--- src/rtl/lcd_scan_ctrl_if.sv ---
// Control/status bundle between the view-select controller and its user (buttons, mode inputs, mux select).
// Pure wiring; no latency, no backpressure.
interface lcd_scan_ctrl_if;
    logic       btn_next;
    logic       btn_prev;
    logic       auto_en;
    logic       hold;
    logic [4:0] slct;
    logic [3:0] idx;
    logic       chg;

    modport master (
        output btn_next, btn_prev, auto_en, hold,
        input  slct, idx, chg
    );

    modport slave (
        input  btn_next, btn_prev, auto_en, hold,
        output slct, idx, chg
    );
endinterface

--- src/rtl/lcd_scan_ctrl.sv ---
// LCD view scanner: 15-entry view table stepped by synchronized buttons or a dwell timer in auto mode.
// Button to IDX/SLCT/CHG latency is 2 edges after first sample; no backpressure, steps are never queued.
module lcd_scan_ctrl #(
    parameter int unsigned DWELL = 50000000
) (
    input  logic              clk,
    input  logic              rst,
    lcd_scan_ctrl_if.slave    bus
);

    typedef enum logic [1:0] {
        MANUAL = 2'd0,
        AUTO   = 2'd1,
        PAUSED = 2'd2
    } state_t;

    localparam logic [25:0] TERM     = 26'(DWELL - 1);
    localparam logic [3:0]  LAST_IDX = 4'd14;

    logic        nxt_s1, nxt_s2, nxt_e;
    logic        prv_s1, prv_s2, prv_e;
    logic [1:0]  fill_q;
    logic        armed;
    logic        rise_nxt, rise_prv;
    logic        step_nxt, step_prv;

    state_t      state_q, state_d;
    logic [25:0] cnt_q, cnt_d;
    logic [25:0] cnt_base;
    logic [3:0]  idx_q, idx_d;
    logic [4:0]  slct_q;
    logic        chg_q, chg_d;
    logic        advance;

    function automatic logic [4:0] view_code(input logic [3:0] i);
        logic [4:0] c;
        case (i)
            4'd0:    c = 5'b00000;
            4'd1:    c = 5'b00001;
            4'd2:    c = 5'b00010;
            4'd3:    c = 5'b00100;
            4'd4:    c = 5'b01000;
            4'd5:    c = 5'b10000;
            4'd6:    c = 5'b00011;
            4'd7:    c = 5'b00110;
            4'd8:    c = 5'b01100;
            4'd9:    c = 5'b00111;
            4'd10:   c = 5'b01110;
            4'd11:   c = 5'b11100;
            4'd12:   c = 5'b01111;
            4'd13:   c = 5'b11110;
            4'd14:   c = 5'b11111;
            default: c = 5'b00000;
        endcase
        return c;
    endfunction

    // Edge FFs track sync FF2 unconditionally; steps are gated off until the
    // pipeline has refilled after reset so a held button cannot fire.
    always_ff @(posedge clk) begin
        if (rst) begin
            nxt_s1 <= 1'b0; nxt_s2 <= 1'b0; nxt_e <= 1'b0;
            prv_s1 <= 1'b0; prv_s2 <= 1'b0; prv_e <= 1'b0;
            fill_q <= 2'd0;
        end else begin
            nxt_s1 <= bus.btn_next; nxt_s2 <= nxt_s1; nxt_e <= nxt_s2;
            prv_s1 <= bus.btn_prev; prv_s2 <= prv_s1; prv_e <= prv_s2;
            if (fill_q != 2'd3)
                fill_q <= fill_q + 2'd1;
        end
    end

    assign armed    = (fill_q == 2'd3);
    assign rise_nxt = nxt_s2 & ~nxt_e;
    assign rise_prv = prv_s2 & ~prv_e;
    assign step_nxt = armed & rise_nxt & ~rise_prv;
    assign step_prv = armed & rise_prv & ~rise_nxt;

    always_ff @(posedge clk) begin
        if (rst) begin
            state_q <= MANUAL;
            cnt_q   <= 26'd0;
            idx_q   <= 4'd0;
            slct_q  <= 5'b00000;
            chg_q   <= 1'b0;
        end else begin
            state_q <= state_d;
            cnt_q   <= cnt_d;
            idx_q   <= idx_d;
            slct_q  <= view_code(idx_d);
            chg_q   <= chg_d;
        end
    end

    // Mode follows the inputs combinationally so the first auto edge already counts.
    always_comb begin
        state_d  = MANUAL;
        cnt_d    = cnt_q;
        cnt_base = cnt_q;
        idx_d    = idx_q;
        advance  = 1'b0;
        chg_d    = 1'b0;

        if (bus.auto_en)
            state_d = bus.hold ? PAUSED : AUTO;

        case (state_d)
            AUTO: begin
                if (state_q == MANUAL)
                    cnt_base = 26'd0;
                if (cnt_base == TERM) begin
                    advance = 1'b1;
                    cnt_d   = 26'd0;
                end else begin
                    cnt_d = cnt_base + 26'd1;
                end
            end
            PAUSED:  cnt_d = (state_q == MANUAL) ? 26'd0 : cnt_q;
            default: cnt_d = 26'd0;
        endcase

        if (step_nxt || advance)
            idx_d = (idx_q >= LAST_IDX) ? 4'd0 : idx_q + 4'd1;
        if (step_prv)
            idx_d = (idx_q == 4'd0 || idx_q > LAST_IDX) ? LAST_IDX : idx_q - 4'd1;
        if (step_nxt || step_prv)
            cnt_d = 26'd0;
        if (idx_q > LAST_IDX)
            idx_d = 4'd0;

        chg_d = (idx_d != idx_q);
    end

    assign bus.idx  = idx_q;
    assign bus.slct = slct_q;
    assign bus.chg  = chg_q;

endmodule

--- src/flat_wrapper.sv ---
// flat-port wrapper written by rule: the top's interface ports become plain ports
module lcd_scan_ctrl_flat 
#(
    parameter int unsigned DWELL = 50000000
)
  (clk, rst, bus_btn_next, bus_btn_prev, bus_auto_en, bus_hold, bus_slct, bus_idx, bus_chg);
  lcd_scan_ctrl_if bus_i ();
  input  logic clk;
  input  logic rst;
  input wire logic [$bits(bus_i.btn_next)-1:0] bus_btn_next;
  input wire logic [$bits(bus_i.btn_prev)-1:0] bus_btn_prev;
  input wire logic [$bits(bus_i.auto_en)-1:0] bus_auto_en;
  input wire logic [$bits(bus_i.hold)-1:0] bus_hold;
  output wire logic [$bits(bus_i.slct)-1:0] bus_slct;
  output wire logic [$bits(bus_i.idx)-1:0] bus_idx;
  output wire logic [$bits(bus_i.chg)-1:0] bus_chg;
  assign bus_i.btn_next = bus_btn_next;
  assign bus_i.btn_prev = bus_btn_prev;
  assign bus_i.auto_en = bus_auto_en;
  assign bus_i.hold = bus_hold;
  assign bus_slct = bus_i.slct;
  assign bus_idx = bus_i.idx;
  assign bus_chg = bus_i.chg;
  lcd_scan_ctrl #(.DWELL(DWELL)) u_core (.clk(clk), .rst(rst), .bus(bus_i));
endmodule
--- config.mk ---
export PLATFORM = sky130hd
export DESIGN_NAME = lcd_scan_ctrl_flat
export DESIGN_NICKNAME = d
export VERILOG_FILES = /design/src/rtl/lcd_scan_ctrl_if.sv /design/src/rtl/lcd_scan_ctrl.sv /design/src/flat_wrapper.sv
export SDC_FILE = /design/constraint.sdc
export NUM_CORES = 1
export LEC_CHECK = 0
export CAP_MARGIN = 20
export CORE_ASPECT_RATIO = 0.75
export CORE_MARGIN = 2
export CORE_UTILIZATION = 25
export CTS_CLUSTER_DIAMETER = 200
export DETAILED_ROUTE_END_ITERATION = 16
export PLACE_DENSITY = 0.37
export SLEW_MARGIN = 40
export SYNTH_ARGS = -nofsm -noshare
export SYNTH_HDL_FRONTEND = slang
export SYNTH_SLANG_ARGS = --single-unit
--- constraint.sdc ---
create_clock -name clk -period 3.93 [get_ports clk]
set_clock_uncertainty 0.05 [all_clocks]
set_input_delay 0.5895 -clock clk [delete_from_list [all_inputs] [get_ports clk]]
set_output_delay 0.5895 -clock clk [all_outputs]
set_load 0.1 [all_outputs]
==> out/results.ini, run 1 <==
[run_status]
outcome = complete, no violations

[route]
ant_nets = 0
drtIter0Drc = 183
wl_mm = 8.24
dr.pass1.iters = 4
vias_per_cell = 5.13
drc = 0
wl_per_cell_um = 16.9
vias = 2503

[die]
dieArea_um2 = 11300
initial_core_util_pct = 25.6
coreArea_um2 = 10200
io_pins = 16
rows = 32
die_h_um = 92.5
fp.dieW_um = 122

[logic_synthesis]
muxShareOfSynthArea_pct = 2.01
synth-seq-cells = 46
synth_top_family_by_area = simple AND/OR/NAND/NOR gates
yosys_warnings = 0
synth_xor_area_share_pct = 1.34
synthArstFlopShare_pct = 0
syn-num-nets = 350
synth_area_um2 = 2610
synthSimpleGateAreaFrac_pct = 32.7
synth-compound-area-share_pct = 20.3
ys_types = 52
netlist_instances = 335
synthAdderAreaFrac_pct = 4.31
avgSynthCellArea_um2 = 7.79
synth_ff_type = dfxtp_1
synth_edf_count = 0
ys_seq_area_share_pct = 35.3

[critical_path]
arrival_ns = 3.33
start_kind = register
required_ns = 4.09
cp_max_fo = 8
endpoint_kind = register
crit_type = reg -> reg

[flow_run]
maxCapViolCount = 0

[final_layout]
num_antenna_cells = 0
fin_cells = 488
final_common_cell = dfxtp_1
fin_area_um2 = 3060
syn_to_final_growth_pct = 17.1
drive_gt1_share_pct = 11.6
fin_nets = 366
final_cell_mix = dfxtp_1, nor2_1, a21oi_1, nand2_1, nand3_1

[power_and_ir_drop]
vdd_ir_drop_max_mv = 0.130
leakagePower_nw = 1.05
power_density_nw_per_um2 = 385

[sta]
worst_pin_slew_ns = 0.625
fin_setup_tns_ns = 0
clock.fmax_mhz = 316
holdWs_ns = 0.399
min_period_ns = 3.17
timing.final.ws_setup_ns = 0.762
drv_slew = 0
setup_violations = 0
rsz0062_at_grt = false
finalHoldViolations = 0
slew-limit-headroom_pct = 58.2
final.period_utilization_pct = 80.6

[cts]
ctsHtreeMaxLevel = 2
cts_sinks = 46
cts_buffer_depth = 2
cts_tree = built
path_clk_slew_ns = 0.06
cts_hold_buffers = 0
post_cts.repair.setup_buffers = 0
cts-root-buf = clkbuf_16
clk_latency_ns = 0.30
numCtsBuffers = 5
ctsResizeCount = 0

[global_routing]
grt_usage_pct = 15.5
grt_pass1_wl_mm = 13.2
met3_usage_pct = 3.33
grt_use_met1_pct = 24.2
grt_max_degree = 26
overflow = 0
top_usage_layer = met1
grt_pass1_vias = 2351
grtUsageMet2_pct = 20.8
grt_antenna_before_repair = 0

[min_path]
worstHoldPathType = reg -> reg

[placement]
placed_cell_area_um2 = 2890
place_ws_ns = 0.576
dpl.hpwl_mm = 5.77
dp_cells = 480
place.port_buffers = 15
gp_congestion = 0.800

final timing paths:
check | endpoint | slack, ns | startpoint | depth (start not counted)
worst min-delay path | u_core.prv_s2$_SDFF_PP0_ | 0.40 | u_core.prv_s1$_SDFF_PP0_ | 1
worst max register to register | u_core.bus.slct[4]$_SDFF_PP0_ | 0.76 | u_core.state_q[1]$_SDFF_PP0_ | 11
worst max-delay path | u_core.bus.slct[4]$_SDFF_PP0_ | 0.76 | u_core.state_q[1]$_SDFF_PP0_ | 11
worst min register to register | u_core.prv_s2$_SDFF_PP0_ | 0.40 | u_core.prv_s1$_SDFF_PP0_ | 1
sequential cells by signal (all words and copies together) (netlist names):
signal and count:
u_core.prv_e 1, u_core.prv_s2 1, u_core.nxt_s1 1, u_core.prv_s1 1, u_core.state_q 2, u_core.bus.slct 5, u_core.fill_q 2, u_core.bus.chg 1
u_core.nxt_e 1, u_core.cnt_q 26, u_core.nxt_s2 1, u_core.bus.idx 4
cell type report:
| type | count | area [um2] |
|---|---|---|
| timing repair buffer | 24 | 168 |
| multi-input combinational | 262 | 1590 |
| fill | 1135 | 7150 |
| sequential | 46 | 921 |
| clock inverter | 2 | 37.5 |
| inverter | 12 | 45.0 |
| clock buffer | 6 | 129 |
| tap | 136 | 170 |
Yosys cell counts (all sizes together) (2+ instances only):
cell	number	area [um2]
or4	3	26.3
nand4	7	43.8
and3	6	37.5
a21o	2	15.0
dfxtp	46	921
nand2b	2	12.5
nor3	15	80.1
nor4bb	2	20.0
nor2	40	150
xnor2	2	17.5
o21ai	22	114
nor4	6	58.8
or2	6	37.5
or3	5	31.3
buf	2	11.3
a311oi	6	52.6
nand3	24	125
and2	5	31.3
o211ai	5	37.5
mux2i	3	30.0
a31oi	7	43.8
a32oi	3	26.3
nor2b	9	56.3
a211oi	5	37.5
a22oi	2	15.0
ha	9	113
nand4b	3	26.3
mux2	2	22.5
a21oi	26	130
inv	12	45.0
xor2	2	17.5
clkbuf	13	48.8
nand2	23	86.3
critical path, cell delays in order (launching register included):
cell and delay, ns:
dfxtp_1 0.31, or2_2 0.33, and2_1 0.20, ha_1 0.26, nand4_1 0.17, nor3_1 0.08
and3_1 0.22, o21ai_0 0.23, and3_1 0.37, ha_1 0.31, or3_1 0.37, a31oi_1 0.19
stage by stage:
step | util [%] | power, W
6_report | 29.9 | 0.00118
5_1_grt | 29.9 | 0.00124
4_1_cts | 29.9 | 0.00119
3_5_place_dp | 28.3 | 0.000697
3_3_place_gp | 28.8 | 0.000705
2_1_floorplan | - | 0.000651
metal layers:
layer | share of wire (%) | vias to the layer above
met3 | 3.6 | 4
met5 | 0 | -
met4 | 0.72 | 0
met2 | 39 | 45
li1 | - | 1256
met1 | 57 | 1198
report_power, final:
group          internal [W]  total [W]  leakage (nW)  switching [W]
Clock              0.000301   0.000489        0.0771       0.000188
Sequential         0.000482   0.000492         0.373      0.0000103
Combinational     0.0000535   0.000194         0.604       0.000141
logic make-up after synthesis:
group	count (synthesis)
AND/OR/NAND/NOR	159
AO/OA/AOI/OAI	85
flip-flops	46
buffers and inverters	27
adder cells (fa/ha/maj)	9
multiplexers	5
XOR/XNOR	4
Note: power is estimated with default switching activity, not from simulation.
==> run 2, diff against run 1 <==
--- a/config.mk
+++ b/config.mk
@@ -11,7 +11,7 @@
 export CORE_UTILIZATION = 25
 export CTS_CLUSTER_DIAMETER = 200
 export DETAILED_ROUTE_END_ITERATION = 16
-export PLACE_DENSITY = 0.37
+export PLACE_DENSITY = 0.39
 export SLEW_MARGIN = 40
 export SYNTH_ARGS = -nofsm -noshare
 export SYNTH_HDL_FRONTEND = slang
==> constraint.sdc (replaced) <==
create_clock -name clk -period 2.75 [get_ports clk]
set_clock_uncertainty 0.05 [all_clocks]
set_input_delay 0.4125 -clock clk [delete_from_list [all_inputs] [get_ports clk]]
set_output_delay 0.4125 -clock clk [all_outputs]
set_load 0.1 [all_outputs]
==> run 2 against run 1 <==
  * Non-clock buffer count up 41
  * Worst hold slack worse by 0.0047 ns
  * Critical path depth unchanged
  * Flip-flop and latch count unchanged
  * Sequential share of layout area down 3.6 points
  * Die area unchanged
  * Core utilization up 4.4 points
  * Setup slack worse by 0.70 ns
  * Clock-buffer cell count down 1
  * Global-route usage down 0.18 points
  * Highest routed layer unchanged
==> out/results.ini, run 2 (synthesis results as in run 1) <==
[cts]
cts_hold_buffers = 0  ; unchanged
ctsHtreeMaxLevel = 2  ; unchanged
clk_latency_ns = 0.30  ; about the same
cts_buffer_depth = 2  ; unchanged
cts_tree = built  ; unchanged
cts_sinks = 46  ; unchanged
cts-root-buf = clkbuf_16  ; unchanged
path_clk_slew_ns = 0.07  ; was 0.06 ns
numCtsBuffers = 5  ; unchanged

[run_status]
outcome = complete, no violations  ; unchanged

[critical_path]
slowest_delay_ns = 0.35  ; was 0.37 ns
crit_type = reg -> reg  ; unchanged
cp_top_family = simple AND/OR/NAND/NOR gates  ; unchanged
start_kind = register  ; unchanged
reg2reg_depth = 11  ; unchanged
required_ns = 2.92  ; was 4.09 ns
crit_path_cell_trace = or2_4 > and2_4 > ha_4 > nand4_1 > nor3_2 > and3_4 > o21ai_1 > and3_1 > ha_4 > or3_1 > a31oi_1  ; was or2_2 > and2_1 > ha_1 > nand4_1 > nor3_1 > and3_1 > o21ai_0 > and3_1 > ha_1 > or3_1 > a31oi_1
crit_path_frequent_cell = ha_4
r2r_end = u_core.bus.slct[4]$_SDFF_PP0_  ; unchanged
cp_max_fo = 4  ; was 8
reg2reg_slack_ns = 0.06  ; was 0.76 ns
arrival_ns = 2.86  ; was 3.33 ns
cp_slowest_cell = and3_1  ; unchanged
endpoint_kind = register  ; unchanged
rr_startpoint = u_core.state_q[1]$_SDFF_PP0_  ; unchanged
critPathBufInv = 0  ; unchanged

[min_path]
worstHoldPathType = reg -> reg  ; unchanged
min_to = u_core.prv_s2$_SDFF_PP0_  ; unchanged
hold_depth = 1  ; unchanged
hold_start = u_core.prv_s1$_SDFF_PP0_  ; unchanged

[power_and_ir_drop]
switching_share_pct = 31.0  ; was 28.9%
seq_power_share_pct = 41.9  ; about the same
comb_power_share_pct = 20.5  ; was 16.5%
vdd_ir_drop_max_mv = 0.208  ; was 0.130 mV
leakagePower_nw = 1.28  ; was 1.05 nW
intPower_w = 0.00116  ; was 0.000836 W
p_clk_share_pct = 37.6  ; was 41.6%
power.total_w = 0.00168  ; was 0.00118 W
power_density_nw_per_um2 = 478  ; was 385 nW/um2
netSwitchingPower_w = 0.000519  ; was 0.000340 W

[flow_run]
maxCapViolCount = 0  ; unchanged

[final_layout]
final_common_cell = buf_4  ; was dfxtp_1
syn_to_final_growth_pct = 34.4  ; was 17.1%
num_antenna_cells = 0  ; unchanged
drive_gt1_share_pct = 26.2  ; was 11.6%
largest_register_ffs = 26  ; unchanged
final_cell_mix = buf_4, dfxtp_1, nor2_1, a21oi_1  ; was dfxtp_1, nor2_1, a21oi_1, nand2_1, nand3_1
fin_nets = 407  ; was 366
largest-register = u_core.cnt_q  ; unchanged
finish.utilization_pct = 34.4  ; was 29.9%
fill_cells = 1090  ; was 1135

[sta]
clock.fmax_mhz = 372  ; was 316 MHz
rsz0062_at_grt = true  ; was false
finalHoldViolations = 0  ; unchanged
final.period_utilization_pct = 97.7  ; was 80.6%
min_period_ns = 2.69  ; was 3.17 ns
worst_pin_slew_ns = 0.679  ; was 0.625 ns
setup_violations = 0  ; unchanged
timing.final.ws_setup_ns = 0.0642  ; was 0.762 ns
slew-limit-headroom_pct = 54.7  ; was 58.2%
drv_slew = 0  ; unchanged

[route]
wl_mm = 8.20  ; was 8.24 mm
drtIter0Drc = 132  ; was 183
vias = 2650  ; was 2503
wl_per_cell_um = 15.5  ; was 16.9 um
drc = 0  ; unchanged
dr.pass1.iters = 4  ; unchanged
ant_nets = 0  ; unchanged
vias_per_cell = 5.01  ; was 5.13

[global_routing]
met3_usage_pct = 2.40  ; was 3.33%
grt_usage_pct = 15.3  ; was 15.5%
grtUsageMet2_pct = 21.2  ; was 20.8%
grt_pass1_vias = 2473  ; was 2351
overflow = 0  ; unchanged
grt_max_degree = 23  ; was 26
grt_antenna_before_repair = 0  ; unchanged
grt_pass1_wl_mm = 13.3  ; was 13.2 mm
top_usage_layer = met1  ; unchanged
grt_use_met1_pct = 23.8  ; was 24.2%

[die]
initial_core_util_pct = 25.6  ; unchanged
dieArea_um2 = 11300  ; unchanged
io_pins = 16  ; unchanged
rows = 32  ; unchanged
die_h_um = 92.5  ; unchanged
fp.dieW_um = 122  ; unchanged
coreArea_um2 = 10200  ; unchanged

[placement]
place_ws_ns = -0.137  ; was 0.576 ns
dpl.hpwl_mm = 6.07  ; was 5.77 mm
gp_congestion = 0.820  ; was 0.800
place.port_buffers = 15  ; unchanged

==> run 2: cell count changes in the layout (fill, tap and decap cells not counted), moves of 3 or more <==
cell,change
ha_1,-4
dfxtp_1,-5
buf_2,-10
buf_4,+50
dfxtp_2,+3
ha_4,+4
==> run 2: per-layer routing <==
| layer | vias up | part of all wire (%) | routed length (um) |
|---|---|---|---|
| met5 | - | 0 | 0 |
| met4 | 0 | 1.1 | 87 |
| met3 | 8 | 3.3 | 270 |
| met2 | 44 | 40 | 3270 |
| met1 | 1247 | 56 | 4570 |
| li1 | 1351 | - | - |
==> run 2: repair_timing <==
| item | in CTS | in global routing |
|---|---|---|
| setup buffers | 4 | 1 |
| hold endpoints to repair | 0 | 0 |
| pin swaps | 7 | 17 |
| setup endpoints to repair | 3 | 7 |
| resized for setup | 4 | 12 |
==> run 2: power groups by stage <==
stage               Clock (W)  Combinational (W)  Sequential (W)
floorplan                   0           0.000146        0.000794
global placement            0           0.000324        0.000718
detailed placement          0           0.000323        0.000718
CTS                  0.000645           0.000331        0.000703
global route         0.000678           0.000368        0.000705
finish               0.000631           0.000343        0.000702
==> run 2: metrics by stage <==
stage          TNS, ns  instance area, um2  instances  hold slack, ns
2_1_floorplan   -0.140                2680        335           0.364
3_3_place_gp    -0.103                3240        516           0.392
3_5_place_dp    -0.291                3240        516           0.383
4_1_cts              0                3430        528           0.407
5_1_grt         -0.233                3510        529           0.421
6_report             0                3510        529           0.395
==> run 2: layout make-up <==
type | instances | area [um2] | share of cell area [%]
clock inverter | 3 | 22.5 | 0.642
clock buffer | 5 | 125 | 3.57
multi-input combinational | 262 | 1700 | 48.5
tap | 136 | 170 | 4.85
sequential | 46 | 932 | 26.6
inverter | 12 | 45.0 | 1.28
timing repair buffer | 65 | 513 | 14.6
==> run 2: worst max path at each step <==
stage	start	endpoint	slack, ns	cells after the start
floorplan	u_core.state_q[1]$_SDFF_PP0_	u_core.bus.slct[4]$_SDFF_PP0_	-0.12	14
global placement	u_core.state_q[1]$_SDFF_PP0_	u_core.bus.slct[3]$_SDFF_PP0_	-0.07	13
detailed placement	u_core.state_q[1]$_SDFF_PP0_	u_core.bus.slct[3]$_SDFF_PP0_	-0.14	13
CTS	u_core.cnt_q[11]$_SDFF_PP0_	u_core.bus.slct[3]$_SDFF_PP0_	0.004	9
global route	u_core.state_q[0]$_SDFF_PP0_	u_core.bus.slct[4]$_SDFF_PP0_	-0.1	11
finish	u_core.state_q[1]$_SDFF_PP0_	u_core.bus.slct[4]$_SDFF_PP0_	0.06	11
==> RTL change, RTL diff (settings of run 1) <==
Re-encode `state_t` (3 states) as one-hot, 3 bits wide.
--- a/src/rtl/lcd_scan_ctrl.sv
+++ b/src/rtl/lcd_scan_ctrl.sv
@@ -9,8 +9,8 @@
 );
 
-    typedef enum logic [1:0] {
-        MANUAL = 2'd0,
-        AUTO   = 2'd1,
-        PAUSED = 2'd2
+    typedef enum logic [2:0] {
+        MANUAL = 3'b001,
+        AUTO   = 3'b010,
+        PAUSED = 3'b100
     } state_t;
 
Check against the original RTL: no difference found for any inputs over 10 cycles, from zero or initial values and one cycle with rst high; not proved beyond that.
==> RTL change against run 1 <==
Synthesized cell count decreased by 1.8%; clock power decreased by 1%; area after synthesis decreased by 0.62%; sequential cell count increased by 1; routed wire length decreased by 15%; design area decreased by 1.5%; total power decreased by 8.1%; worst setup slack got worse by 0.33 ns; die area decreased by 0.60%; sequential share of layout area increased by 1.1 points.
==> RTL change: results (changes against run 1) <==
stage,metric,value,unit,change
setup_path,R2R depth,13,,+2
route,DRT Wirelength,7030,microns,-15%
logic_synthesis,post-synthesis sequential area ratio,36.3,%,+0.99 points
finish,fillcell total,1109,,-2.3%
logic_synthesis,"top cells by count, synth","dfxtp_1 (47), nor2_1 (32), nand3_1 (31), nand2_1 (26), a21oi_1 (25)",,
logic_synthesis,synth top area cells,"dfxtp_1 (36%), nand3_1 (6.0%), a21oi_1 (4.8%), nor2_1 (4.6%), ha_1 (3.9%)",,
worst_hold_path,Hold WC Path Type,reg -> reg,,
setup_path,CP arrival,3.69,ns,+0.36 ns
timing,relative slew slack,56.3,%,-2.0 points
route,via count,2429,,-3.0%
placed_design,global placement routability congestion,0.841,,+5.2%
finish,ant diodes,0,,unchanged
setup_path,"Slowest-stage cell, CP",or4b_1,,
route,DR iter-0 viols,135,,-26%
finish,Final Instance Count excl. Fillers,476,,-2.5%
finish,nets@finish,354,,-3.3%
global_route,Total GRT Usage,13.3,%,-2.2 points
power_and_ir_drop,Max IR drop VDD,0.131,mV,+0.47%
global_route,largest net degree at the start of global routing,30,,+15%
placed_design,Detailed Place HPWL,4950,microns,-14%
global_route,vias in the first global route,2115,,-10%
finish,share of cells above drive strength 1,10.0,%,-1.6 points
placed_design,dpl cells,469,,-2.3%
clock_network,"CTS clk-pin slew, worst paths",0.07,ns,
logic_synthesis,syn avg cell area,7.88,sq um,+1.2%
status,status,"complete, no violations",,
setup_path,largest stage delay on the critical path,0.52,ns,+0.15 ns
clock_network,CTS resizes,0,,unchanged
logic_synthesis,Synth Net Count,343,,-2.0%
power_and_ir_drop,leakage power,0.00103,uW,-2.7%
global_route,first-pass GRT wire length,11600,microns,-12%
RTL change: final cells by class:
class                           count  area, sq um  share of cell area [%]
Sequential cell                    47          941                    31.3
Clock buffer                        6          129                    4.28
Multi-Input combinational cell    254         1540                    51.2
Tap cell                          136          170                    5.65
Timing Repair Buffer               24          168                    5.57
Clock inverter                      1         30.0                   0.998
Inverter                            8         30.0                   0.998
RTL change: kinds of logic after synthesis:
group,after synthesis,synth area share (%)
simple gates,160,33.5
buf+inv,28,4.29
mux,4,1.64
xor+xnor,5,1.69
fa+ha+maj,8,3.86
compound gates,77,18.8
flops,47,36.3
RTL change: metal layers:
layer	up-vias	track usage [%]	wire (microns)	part of all wire (%)
met2	39	17.6	2820	40
met4	0	3.16	68	0.97
li1	1224	-	-	-
met5	-	0	0	0
met3	8	2.92	230	3.3
met1	1158	21.0	3910	56
RTL change: stage by stage:
step / hold WS, ns / instance area, sq um / worst slack [ns]
floorplan: 0.364 / 2590 / 0.175
global placement: 0.372 / 2900 / 0.502
detailed placement: 0.378 / 2850 / 0.437
CTS: 0.394 / 3010 / 0.423
global route: 0.411 / 3010 / 0.138
finish: 0.387 / 3010 / 0.428
RTL change: power breakdown:
group / switching [uW] / total, uW / internal, uW
clock: 186 / 484 / 297
combinational: 72.3 / 104 / 31.7
sequential: 5.98 / 493 / 487
total: 265 / 1080 / 816
RTL change: worst paths after layout:
path	start	to	slack [ns]
max	u_core.state_q[1]	u_core.bus.slct[3]	0.43
min	u_core.nxt_s1	u_core.nxt_s2	0.39
max reg2reg	u_core.state_q[1]	u_core.bus.slct[3]	0.43
min reg2reg	u_core.nxt_s1	u_core.nxt_s2	0.39
